--- config.mk ---
export PLATFORM = sky130hd
export DESIGN_NAME = act_vec_assembler
export DESIGN_NICKNAME = d
export VERILOG_FILES = /design/src/rtl/act_vec_assembler.sv
export SDC_FILE = /design/constraint.sdc
export NUM_CORES = 1
export LEC_CHECK = 0
export CAP_MARGIN = 25
export CORE_MARGIN = 1.5
export CORE_UTILIZATION = 60
export CTS_CLUSTER_DIAMETER = 30
export DETAILED_ROUTE_END_ITERATION = 12
export GPL_ROUTABILITY_DRIVEN = 0
export PLACE_DENSITY = 0.85
export SYNTH_ARGS = -nofsm -noshare
export SYNTH_HDL_FRONTEND = slang
export SYNTH_SLANG_ARGS = --single-unit
--- constraint.sdc ---
create_clock -name clk -period 5.6 [get_ports clk]
set_input_delay 1.12 -clock clk [delete_from_list [all_inputs] [get_ports clk]]
set_output_delay 1.12 -clock clk [all_outputs]
set_load 0.05 [all_outputs]
--- src/rtl/act_vec_assembler.sv ---
`default_nettype none
//------------------------------------------------------------------------------
// Module   : act_vec_assembler
// Purpose  : Stream-to-vector activation buffer for one layer of N-input
//            float MAC/ReLU nodes. Collects W-bit words from a valid/ready
//            stream into N-word vectors held in two ping-pong banks and
//            presents the oldest complete vector in parallel.
// Ports    : clk        - clock, rising edge
//            rst_n      - asynchronous active-low reset
//            s_data     - incoming activation word
//            s_valid    - s_data valid
//            s_last     - final word of a vector (framing marker)
//            s_ready    - buffer accepts a word this cycle
//            m_vec      - assembled vector, word i at [i*W +: W] -> node Ai
//            m_valid    - m_vec holds a complete vector
//            m_ready    - node layer captures m_vec
//            frame_err  - one-cycle pulse per mis-framed word
//            frames_out - count of vectors handed off (wraps 0xFFFF -> 0)
// Revision : 1.0  initial release
//------------------------------------------------------------------------------
module act_vec_assembler #(
    parameter int N = 15,
    parameter int W = 32
) (
    input  logic           clk,
    input  logic           rst_n,
    input  logic [W-1:0]   s_data,
    input  logic           s_valid,
    input  logic           s_last,
    output logic           s_ready,
    output logic [N*W-1:0] m_vec,
    output logic           m_valid,
    input  logic           m_ready,
    output logic           frame_err,
    output logic [15:0]    frames_out
);

    localparam int            CW     = (N > 1) ? $clog2(N) : 1;
    localparam logic [CW-1:0] C_LAST = CW'(N - 1);

    // Storage: two banks of N words plus a full flag per bank.
    logic [N-1:0][W-1:0] r_bank [2];
    logic [1:0]          r_full;
    logic                r_wr_bank;
    logic                r_rd_bank;
    logic [CW-1:0]       r_wr_cnt;
    // Held low through reset and for the first edge after it, so s_ready
    // only rises once the block is clocked out of reset.
    logic                r_started;
    logic                r_frame_err;
    logic [15:0]         r_frames_out;

    logic w_beat;
    logic w_at_end;
    logic w_short;
    logic w_store;
    logic w_commit;
    logic w_long;
    logic w_release;

    // s_ready depends on registered state only; m_ready never reaches it.
    assign s_ready   = r_started && !r_full[r_wr_bank];
    assign m_valid   = r_full[r_rd_bank];
    assign m_vec     = r_bank[r_rd_bank];
    assign frame_err = r_frame_err;
    assign frames_out = r_frames_out;

    assign w_beat    = s_valid && s_ready;
    assign w_at_end  = (r_wr_cnt == C_LAST);
    // A marker before the last slot aborts the partial vector; the marked
    // word itself is discarded with it.
    assign w_short   = w_beat && s_last && !w_at_end;
    assign w_store   = w_beat && !w_short;
    assign w_commit  = w_beat && w_at_end;
    // Missing marker on the last slot is flagged but the vector still commits.
    assign w_long    = w_commit && !s_last;
    assign w_release = m_valid && m_ready;

    // Word storage. Writes only ever target a bank that is not full, so the
    // bank being presented on m_vec is never disturbed while m_valid is high.
    always_ff @(posedge clk or negedge rst_n) begin
        if (!rst_n) begin
            r_bank[0] <= '0;
            r_bank[1] <= '0;
        end else if (w_store) begin
            r_bank[r_wr_bank][r_wr_cnt] <= s_data;
        end
    end

    // Write pointer, slot counter and framing error pulse.
    always_ff @(posedge clk or negedge rst_n) begin
        if (!rst_n) begin
            r_started   <= 1'b0;
            r_wr_bank   <= 1'b0;
            r_wr_cnt    <= '0;
            r_frame_err <= 1'b0;
        end else begin
            r_started   <= 1'b1;
            r_frame_err <= w_short || w_long;
            if (w_short || w_commit) begin
                r_wr_cnt <= '0;
            end else if (w_store) begin
                r_wr_cnt <= r_wr_cnt + 1'b1;
            end
            if (w_commit) begin
                r_wr_bank <= ~r_wr_bank;
            end
        end
    end

    // Full flags, read pointer and hand-off counter. A commit and a release
    // in the same cycle always address different banks (writes go to empty
    // banks, releases to full ones), so both updates apply independently.
    always_ff @(posedge clk or negedge rst_n) begin
        if (!rst_n) begin
            r_full       <= 2'b00;
            r_rd_bank    <= 1'b0;
            r_frames_out <= 16'h0000;
        end else begin
            if (w_commit) begin
                r_full[r_wr_bank] <= 1'b1;
            end
            if (w_release) begin
                r_full[r_rd_bank] <= 1'b0;
                r_rd_bank         <= ~r_rd_bank;
                r_frames_out      <= r_frames_out + 16'h0001;
            end
        end
    end

endmodule
`default_nettype wire

# Word-level counts from Yosys, hierarchy flattened
# Cells that the tools add are included.
[totals]
wordCells = 95
reg_bits = 986
[op_classes]
addsub = 2
n_bitwise = 7
n_lt_le_gt_ge = 9
n_reduce_logical = 19
n_eq_ne = 1
mux = 20
[ops]
columns = ["cell", "n"]
rows = [
  ["$mux 480", 4],
  ["$bwmux 960", 1],
  ["$demux 480 s1", 1],
  ["$demux 32 s4", 1],
  ["$mux 32", 1],
  ["$add 16x1->16 const B", 1],
  ["$logic_and 1x1->1", 12],
  ["$mux 4", 2],
  ["$mux 1", 6],
  ["$lt 4x5->1 const B", 1],
  ["$add 4x1->4 const B", 1],
  ["$eq 4x4->1 const B", 1],
  ["$ge 2x2->1 const B", 2],
  ["$ge 4x1->1 const B", 1],
  ["$logic_not 1->1", 4],
  ["$lt 1x2->1 const B", 2],
  ["$mux 2", 2],
  ["$not 1->2", 2],
  ["$and 2x2->2", 1],
  ["$demux 1 s1", 2],
  ["$ge 1x1->1 const B", 2],
  ["$logic_or 1x1->1", 2],
  ["$lt 2x1->1 const B", 1],
  ["$not 1->1", 2],
  ["other kinds (3)", 3],
]

# Logic depth before layout (Yosys ltp)
[depth]
depth_word = 11
depth_mapped = 9
mapped_depth_nobuf = 6

# Worst setup path before layout
# OpenSTA, ideal clock, no wires.
[synth_timing]
kind = "flip-flop to output port"
start = "reg r_rd_bank"
end = "out m_vec[423]"
path_stages_with_launch = 5
slack_ns = 3.018
path_buffers = 3
arrival_ns = 1.462
path_cell_list = "dfrtp_1 > buf_2 > clkbuf_1 > buf_2 > mux2_2"
[synth_between]
elab_chain_len = 4
[synth_rtl]
columns = ["item", "line", "source"]
rows = [
  ["start, declared", "45", "logic r_rd_bank;"],
  ["start signal, assigned", "125", "r_rd_bank <= ~r_rd_bank;"],
  ["$not 1->2 (implied by the code)", "64", "assign m_vec = r_bank[r_rd_bank];"],
  ["$mux 480 (implied by the code) (3 in a row)", "64", ""],
  ["end, declared", "31", "output logic [N*W-1:0] m_vec,"],
]
# No other way between the ends. The select of a mux whose other input is x is not followed.

# Worst setup path after layout
[layout_timing]
start = "reg r_rd_bank"
end = "out m_vec[149]"
# The elaborated chain is that of the path after synthesis.

==> flow_metrics.env <==
export IMPL_status="finished, final reports clean"
export IMPL_syn2layout_area_growth_pct=29.1
export IMPL_fmax_mhz=216
export IMPL_setup_tns_ns=0
export IMPL_synthCells=2810
export IMPL_grt_pass1_vias=29300
export IMPL_io_buffer_count=535
export IMPL_end_kind="primary output"
export IMPL_cts_buffers=176
export IMPL_crit_type="flip-flop to primary output"
export IMPL_yosys_warnings=0
export IMPL_synth_commonest_cells="mux2_2 (1,433), dfrtp_1 (986), buf_2 (82)"
export IMPL_firstDrtPassIters=6
export IMPL_core_mm2=0.0712
export IMPL_wl_um=121000
export IMPL_die_x_um=271
export IMPL_yosys_area_top_type_share_pct=57.3
export IMPL_finalClockSkew_ns=0.0298
export IMPL_cts_path_max_buffers=3
export IMPL_path_clk_slew_ns=0.05
export IMPL_cap_violations=0
export IMPL_yosysUniqueCellTypes=40
export IMPL_clkSinkCount=986
export IMPL_drt_iter0_drc=1676
export IMPL_crit_required_ns=4.48
export IMPL_crit_chain="buf_12, mux2_2, clkdlybuf4s50_1"
export IMPL_synth_top_flop_cell="dfrtp_1"
export IMPL_grt_first_pass_wirelength_um=183000
export IMPL_cp_max_fo=76
export IMPL_start_util_pct=60.5
export IMPL_finalNonFillerCells=4447
export IMPL_period_share_pct=82.5
export IMPL_p_per_area_mw_per_mm2=586
export IMPL_post_cts_buffers=0
export IMPL_ys_seq_area_share_pct=57.3
export IMPL_slew_headroom_pct=28.6
export IMPL_vias_per_cell=5.94
export IMPL_ctsHoldBuffers=0
export IMPL_die_h_um=271
export IMPL_antenna_left=0
export IMPL_period_needed_ns=4.62
export IMPL_cts_root_buf="clkbuf_16"
export IMPL_die_area_mm2=0.0734
export IMPL_leakagePower_nw=27.1
export IMPL_insertion_delay_ns=0.74
export IMPL_syn_num_nets=2852
export IMPL_avgSynthCellArea_um2=15.3
export IMPL_synth_seq_cells=986
export IMPL_cp_slowest_cell="dfrtp_4"
export IMPL_ctsResizeCount=0
export IMPL_finalSetupViolations=0
export IMPL_critPathLaunchType="flip-flop"
export IMPL_htreeDepth=4
export IMPL_drv_slew=0
export IMPL_avgRoutedWirePerCell_um=27.2
export IMPL_antenna_found_initial=2
export IMPL_dp_cells=4116
export IMPL_ios=536
export IMPL_yosys_area_top_type="dfrtp_1"
export IMPL_grt_usage_pct=33.1
export IMPL_vias=26400
export IMPL_fillers=3855
export IMPL_yosys_top_cells_area="dfrtp_1 (57%), mux2_2 (37%), buf_2 (0.95%)"
export IMPL_dp_hpwl_um=75300
export IMPL_arrival_ns=3.50
export IMPL_synthesis_area_mm2=0.0431
export IMPL_hold_viol=0
export IMPL_min_path_type="primary input to asynchronous set/reset pin"
export IMPL_cts_tree="done"
export IMPL_fp_row_count=98
export IMPL_drc_errors=0
export IMPL_rsz0062_at_grt="false"
export IMPL_rrSetupSlack_ns=2.81
export IMPL_tightestPinTransition_ns=1.07
export IMPL_grt_max_degree=131
export IMPL_synth_edf_count=0
export IMPL_cp_slowest_stage_delay_ns=1.04
export IMPL_vdd_drop_max_uv=590
export IMPL_drive_above_1_share_pct=53.2
export IMPL_overflow=0
export IMPL_nets=3396
export IMPL_synthArstFlopShare_pct=100
export IMPL_synthMostInstantiatedCell="mux2_2"
[kinds of logic after synthesis]
logic type	share of synthesized area (%)
adders and majority gates	0.145
AOI/OAI and AO/OA	0.206
xor gates and xnor gates	0.325
other	0.00870
DFF	57.3
and+or+nand+nor	1.16
buffers and inverters	3.15
muxes	37.7
[flip-flops by register name, summed over array words and instances (netlist names)]
signal	cells
r_rd_bank	1
r_bank	960
r_full	2
frame_err	1
r_wr_bank	1
r_started	1
r_wr_cnt	4
frames_out	16
[report_power, final]
part	switching (W)	internal, W	leakage (nW)	total [W]
registers	0.00103	0.00882	13.4	0.00985
clock network	0.00371	0.00717	2.99	0.0109
logic	0.00721	0.00465	10.7	0.0119
[path summary, 6_finish.rpt]
path,cells past startpoint,startpoint,end
worst max-delay path,3,r_rd_bank,m_vec[149]
worst min-delay path,1,rst_n,r_bank[833]
worst max register to register,6,r_wr_cnt[0],r_bank[924]
worst min register to register,1,frames_out[15],frames_out[15]
max in group asynchronous,2,rst_n,r_bank[425]
min in group clk,1,frames_out[15],frames_out[15]
[stage by stage]
step	hold WS [ns]	worst slack [ns]	cell area, µm²	total power (W)	util [%]
after CTS	0.477	0.962	55400	0.0327	77.8
final	0.460	0.981	55600	0.0326	78.1
after global placement	0.459	1.73	49000	0.0213	68.9
after global routing	0.503	0.887	55600	0.0336	78.1
after detailed placement	0.468	1.65	49300	0.0216	69.1
after floorplan	0.452	3.02	43100	0.0177	-
[critical path: cells and delay by family, from the launching register on]
kind     cells  cell delay, ns
mux          1            0.40
flops        1            1.04
buf+inv      2            1.20
[layout make-up]
| cell class | instances | area [µm²] | share of cell area, % |
|---|---|---|---|
| timing repair buffer | 616 | 6430 | 11.6 |
| clock inverter | 112 | 1390 | 2.50 |
| multi-input combinational | 1568 | 17100 | 30.8 |
| clock buffer | 208 | 4770 | 8.57 |
| antenna | 1 | 2.50 | 0.00450 |
| inverter | 6 | 22.5 | 0.0405 |
| tap | 950 | 1190 | 2.14 |
| sequential | 986 | 24700 | 44.4 |
[routing by layer]
layer	GRT usage, %	vias up	routed length [µm]
li1	-	11100	-
met1	40.6	14000	47800
met2	53.8	946	59200
met3	7.89	310	7220
met4	19.0	2	6800
met5	0	-	16
[layout by cell type (no fill, tap or decap), types with 4 or more instances in the layout]
master	count
mux2_1	9
and3_1	8
clkdlybuf4s50_1	534
xnor2_1	7
clkinvlp_4	20
clkbuf_1	11
nand3_1	6
nor2_4	4
dfrtp_1	985
clkinv_8	5
nand2_1	15
nand2_2	20
nor2_1	8
mux2_2	1433
clkbuf_8	18
clkinv_4	12
clkbuf_16	179
bufinv_16	23
and2_1	5
ha_1	5
xor2_1	9
o21ai_0	4
nand4_1	4
inv_1	6
buf_4	45
inv_6	15
clkinv_2	34
buf_12	33
nor3_1	6
(Power assumes the default switching activity.)
==> variant 1 (same settings) <==
One comparison of `r_wr_cnt` changes from == to >=.
--- a/src/rtl/act_vec_assembler.sv
+++ b/src/rtl/act_vec_assembler.sv
@@ -66,7 +66,7 @@
     assign frames_out = r_frames_out;
 
     assign w_beat    = s_valid && s_ready;
-    assign w_at_end  = (r_wr_cnt == C_LAST);
+    assign w_at_end  = (r_wr_cnt >= C_LAST);
     // A marker before the last slot aborts the partial vector; the marked
     // word itself is discarded with it.
     assign w_short   = w_beat && s_last && !w_at_end;
Function: no difference found for any inputs over 4 cycles, from zero or initial values and one cycle with rst_n low; that may be too few to reach the edited logic, so the function may still have changed.
==> variant 1 against the original RTL <==
  * Synthesized area down 0.71%
  * Worst hold slack worse by 0.077 ns
  * Clock skew about the same
  * Non-clock buffer count is 9 higher
  * Wire length increased by 2.5%
  * Sequential share of layout area is essentially flat
  * Sequential cell count did not move
  * Worst setup slack lost 0.026 ns
  * Design area about the same
  * Highest routed layer unchanged
Power is not compared: it rests on default switching activity, and its combinational part moved more than twofold at a synthesized area within 25%.
==> variant 1: results (changes against the original RTL) <==
.. list-table::
   :header-rows: 1

   * - Metric
     - Value
   * - Post-Place Cell Area
     - 0.0493 mm2 (+0.17%)
   * - Total Nets Final
     - 3398 (+0.059%)
   * - Worst rel slew slack
     - 0.277 (-0.00900)
   * - Slowest cell delay on critical path
     - 0.89 ns (-0.15 ns)
   * - Largest net degree at the start of global routing
     - 175 (+34%)
   * - Most used flip-flop cell after synthesis
     - dfrtp_1
   * - Number of DRC violations after detailed-routing iteration 0
     - 1821 (+8.7%)
   * - Cell with the largest stage delay on the worst path
     - dfrtp_4
   * - Max FFs per register
     - 960 (unchanged)
   * - Kind of cell with the highest combined delay on the critical path
     - buffers and inverters
   * - Run status
     - completed
   * - Number of standard cells in the layout, taps in and fillers out
     - 4439 (-0.18%)
   * - Distinct cells, synth
     - 42 (+5.0%)
   * - Largest driver fanout on the critical path
     - 100 (+32%)
   * - Number of placed cells counting well taps
     - 4116 (unchanged)
   * - Top cells by area in the synthesized netlist
     - dfrtp_1, mux2_2, clkbuf_1
   * - Vias in the first global route
     - 29400 (+0.21%)
   * - Static power due to leakage
     - around 0.027 uW
   * - Total inserted antenna cells
     - 0 (-1)
   * - Detailed placer's ending HPWL
     - 76.7 mm (+1.8%)
   * - Count of filler cells inserted in the layout
     - 3604 (-6.5%)
   * - Leading post-synthesis cells by instance count
     - mux2_2, dfrtp_1, clkbuf_1
   * - Share of the yosys chip area belonging to registers
     - 0.577 (+0.00407)
   * - Arrival time reported for the critical path endpoint
     - 3.53 ns (+0.03 ns)
   * - Mapped Avg Cell Area
     - 15.3 um2 (-0.42%)
   * - Number of detailed-route iterations in the first pass
     - 5 (-1)
   * - Clk root buf
     - clkbuf_16
   * - Die span in x
     - 270 um (-0.35%)
   * - Max H-tree Level
     - 4 (unchanged)
   * - Global-route wire length before repair
     - 187 mm (+2.4%)
   * - Worst slack at placement
     - 1.52 ns (-0.123 ns)
   * - Via count
     - 26600 (+0.81%)
   * - Antenna violations before repair
     - 2 (unchanged)
   * - GRT Resource Usage Total
     - 0.342 (+0.0112)
   * - Number of clock buffers inserted by TritonCTS
     - 174 (-1.1%)
   * - Clock-pin slew on the worst setup and hold paths
     - 0.05 ns (about the same)
   * - Maximum count of clock buffers along a single path
     - 3 (unchanged)
   * - Detailed-route wire length per cell
     - 28.0 um (+2.7%)
   * - Net count after synthesis
     - 2844 (-0.28%)
   * - Fin Clk Skew
     - 0.0296 ns (-0.000125 ns)
   * - Fraction of layout cells with a size suffix above 1
     - 0.532 (about the same)
   * - Ys Warns
     - 0 (unchanged)
   * - Register ranked first by flip-flop count
     - r_bank
-- variant 1: worst register-to-register path: stages, from the launching register on --
cell,delay (ns)
dfrtp_1,0.93
mux2i_2,0.47
nand3_1,0.63
nor3b_4,0.86
buf_12,0.27
mux2_2,0.41
-- variant 1: final timing paths --
check / from / end / slack [ns] / cells after the start
max: r_rd_bank / m_vec[211] / 0.95 / 3
min: rst_n / r_bank[610] / 0.38 / 1
max reg2reg: r_wr_bank / r_bank[533] / 1.93 / 5
min reg2reg: frames_out[15] / frames_out[15] / 0.49 / 1
max in group asynchronous: rst_n / r_bank[419] / 3.57 / 2
min in group clk: frames_out[15] / frames_out[15] / 0.49 / 1
-- variant 1: cells by family after synthesis --
kind of cell / count (synthesis) / share of synthesized area
mux: 1444 / 0.380
flops: 986 / 0.577
simple gates: 85 / 0.0108
compound gates: 12 / 0.00237
buf+inv: 252 / 0.0251
xor+xnor: 17 / 0.00348
fa+ha+maj: 5 / 0.00146
other cells: 1 / 0.0000876
-- variant 1: layout make-up --
cell class / instances / area [um2] / area share
flip-flops and latches: 986 / 24700 / 0.444
multi-input cells: 1564 / 17200 / 0.309
repair buffers: 625 / 6370 / 0.115
clock inverters: 92 / 1200 / 0.0216
clock buffers: 227 / 4950 / 0.0890
well taps: 940 / 1180 / 0.0212
inverters: 5 / 18.8 / 0.000338
-- variant 1: routing by layer --
| metal | part of all wire | global-route usage | vias to the layer above |
|---|---|---|---|
| li1 | - | - | 11100 |
| met1 | 0.40 | 0.433 | 14300 |
| met2 | 0.49 | 0.561 | 984 |
| met3 | 0.063 | 0.0844 | 246 |
| met4 | 0.042 | 0.150 | 2 |
| met5 | 0.000064 | 0 | - |
-- variant 1: power by group through the flow --
stage,logic (uW),clock network (uW),registers [uW]
2_1_floorplan,3490,0,8040
3_3_place_gp,5310,0,8110
3_5_place_dp,5380,0,8160
4_1_cts,5430,11000,8070
5_1_grt,5580,11400,8140
6_report,5440,10900,8090
-- variant 1: through the flow --
stage | hold WS, ns | utilization | total power, uW
finish | 0.383 | 0.791 | 24400
detailed placement | 0.466 | 0.702 | 13500
global placement | 0.461 | 0.699 | 13400
floorplan | 0.454 | - | 11500
global route | 0.482 | 0.791 | 25100
CTS | 0.477 | 0.790 | 24500
==> variant 2 (same settings) <==
Without the edit above. Change the parameter `W` from 32 to 48.
--- a/src/rtl/act_vec_assembler.sv
+++ b/src/rtl/act_vec_assembler.sv
@@ -20,7 +20,7 @@
 //------------------------------------------------------------------------------
 module act_vec_assembler #(
     parameter int N = 15,
-    parameter int W = 32
+    parameter int W = 48
 ) (
     input  logic           clk,
     input  logic           rst_n,
Interface: changed (resized m_vec and s_data); port bits go from 536 to 792. No check against the original RTL was run, so the function may have changed too.
==> variant 2 against the original RTL <==
  * Die area up 47%
  * Wire length is 64% higher
  * Synthesized area grew 47%
  * Critical path type unchanged
  * Clock skew is 0.019 ns higher
  * Synthesized cell count up 47%
  * Sequential power is 45% higher
  * Design area up 51%
  * Sequential cell count rose by 480
  * Combinational power up 51%
  * Total power rose by 56%
  * Count of clock-buffer cells in the layout grew 173
  * Highest routed layer unchanged
  * Worst setup slack worse by 0.18 ns
  * Sequential share of layout area decreased by 0.58 points
==> variant 2: results (changes against the original RTL) <==
.. list-table::
   :header-rows: 1

   * - Metric
     - Value
   * - Post-synthesis instance total
     - 4133 (+47%)
   * - Number of DRC violations after detailed-routing iteration 0
     - 2705 (+61%)
   * - Net Switching
     - 18500 uW (+54%)
   * - Static power due to leakage
     - 0.0403 uW (+49%)
   * - Leading post-synthesis cells by instance count
     - mux2_2, dfrtp_1, clkbuf_1
   * - Count of standard-cell rows
     - 119 (+21%)
   * - Met1 track utilization from global routing
     - 0.428 (+0.0218)
   * - Detailed placer's ending HPWL
     - 113 mm (+49%)
   * - Total Nets Final
     - 5035 (+48%)
   * - R2R Path Start
     - r_wr_bank
   * - Number of placed cells counting well taps
     - 6050 (+47%)
   * - Count of filler cells inserted in the layout
     - 5316 (+38%)
   * - Worst rel slew slack
     - 0.291 (+0.00539)
   * - Maximum count of clock buffers along a single path
     - 4 (+1)
   * - Met3 wire length
     - 15.5 mm (+120%)
   * - Met2 Usage GRT
     - 0.594 (+0.0560)
   * - Vias in the first global route
     - 44500 (+52%)
   * - Largest net degree at the start of global routing
     - 165 (+26%)
   * - Number of detailed-route iterations in the first pass
     - 5 (-1)
   * - Met3 Track Usage GR
     - 0.104 (+0.0254)
   * - Post-detailed-routing wire length
     - 198 mm (+64%)
   * - Relative contribution of the clock network to total power
     - 0.365 (+0.031)
   * - Run status
     - completed
   * - Post-Synth Adder-Cell Area
     - 0.000986 (-0.000466)
   * - Fin Clk Skew
     - 0.0492 ns (+0.0194 ns)
   * - Global-route wire length before repair
     - 291 mm (+59%)
   * - Arrival time reported for the critical path endpoint
     - 3.68 ns (+0.18 ns)
   * - Later-pin clock latency in the skew report
     - 0.85 ns (+0.11 ns)
   * - Share of the yosys chip area belonging to registers
     - 0.578 (+0.00538)
   * - GRT Resource Usage Total
     - 0.364 (+0.0325)
   * - Worst slack at placement
     - 1.17 ns (-0.479 ns)
   * - Share of the synthesized netlist area taken by xor and xnor gates
     - 0.00221 (-0.00104)
   * - Number of input and output port buffers inserted
     - 791 (+48%)
   * - Number of standard cells in the layout, taps in and fillers out
     - 6598 (+48%)
   * - Largest driver fanout on the critical path
     - 85 (+12%)
   * - Compound-Gate Fraction of Synth Area
     - 0.00106 (-0.000997)
   * - VDD IR max
     - 491 uV (-17%)
   * - Mux contribution to synthesized area
     - 0.384 (+0.00677)
   * - Antenna violations before repair
     - 4 (+2)
   * - Portion of total power attributed to sequential cells
     - 0.281 (-0.021)
   * - Power density of the placed cells
     - 607 mW/mm2 (+3.6%)
   * - Max FFs per register
     - 1440 (+50%)
-- variant 2: cell count changes after synthesis, moves of 7 or more --
cell | before | now
clkbuf_1 | 70 | 255
buf_2 | 82 | 74
mux2_2 | 1433 | 2161
xor2_1 | 9 | 2
nand2b_1 | 1 | 10
buf_6 | 15 | 4
nand2_1 | 35 | 14
mux2_1 | 9 | 0
xnor2_1 | 7 | 14
dfrtp_1 | 986 | 1466
buf_4 | 48 | 22
nor4_1 | 2 | 10
-- variant 2: path summary, 6_finish.rpt --
check	endpoint	slack, ns	cells after the start
max	m_vec[244]	0.80	3
min	frames_out[14]	0.19	1
max reg2reg	r_bank[318]	1.93	4
min reg2reg	frames_out[15]	0.49	1
max in group asynchronous	r_bank[192]	3.79	2
min in group clk	frames_out[15]	0.49	1
-- variant 2: final cells by class --
cell class              count  area share
diodes                      1   0.0000299
clock buffers             381       0.100
clock inverters           156      0.0254
inverters                   4    0.000179
multi-input cells        2279       0.303
flip-flops and latches   1466       0.438
well taps                1391      0.0208
repair buffers            920       0.113
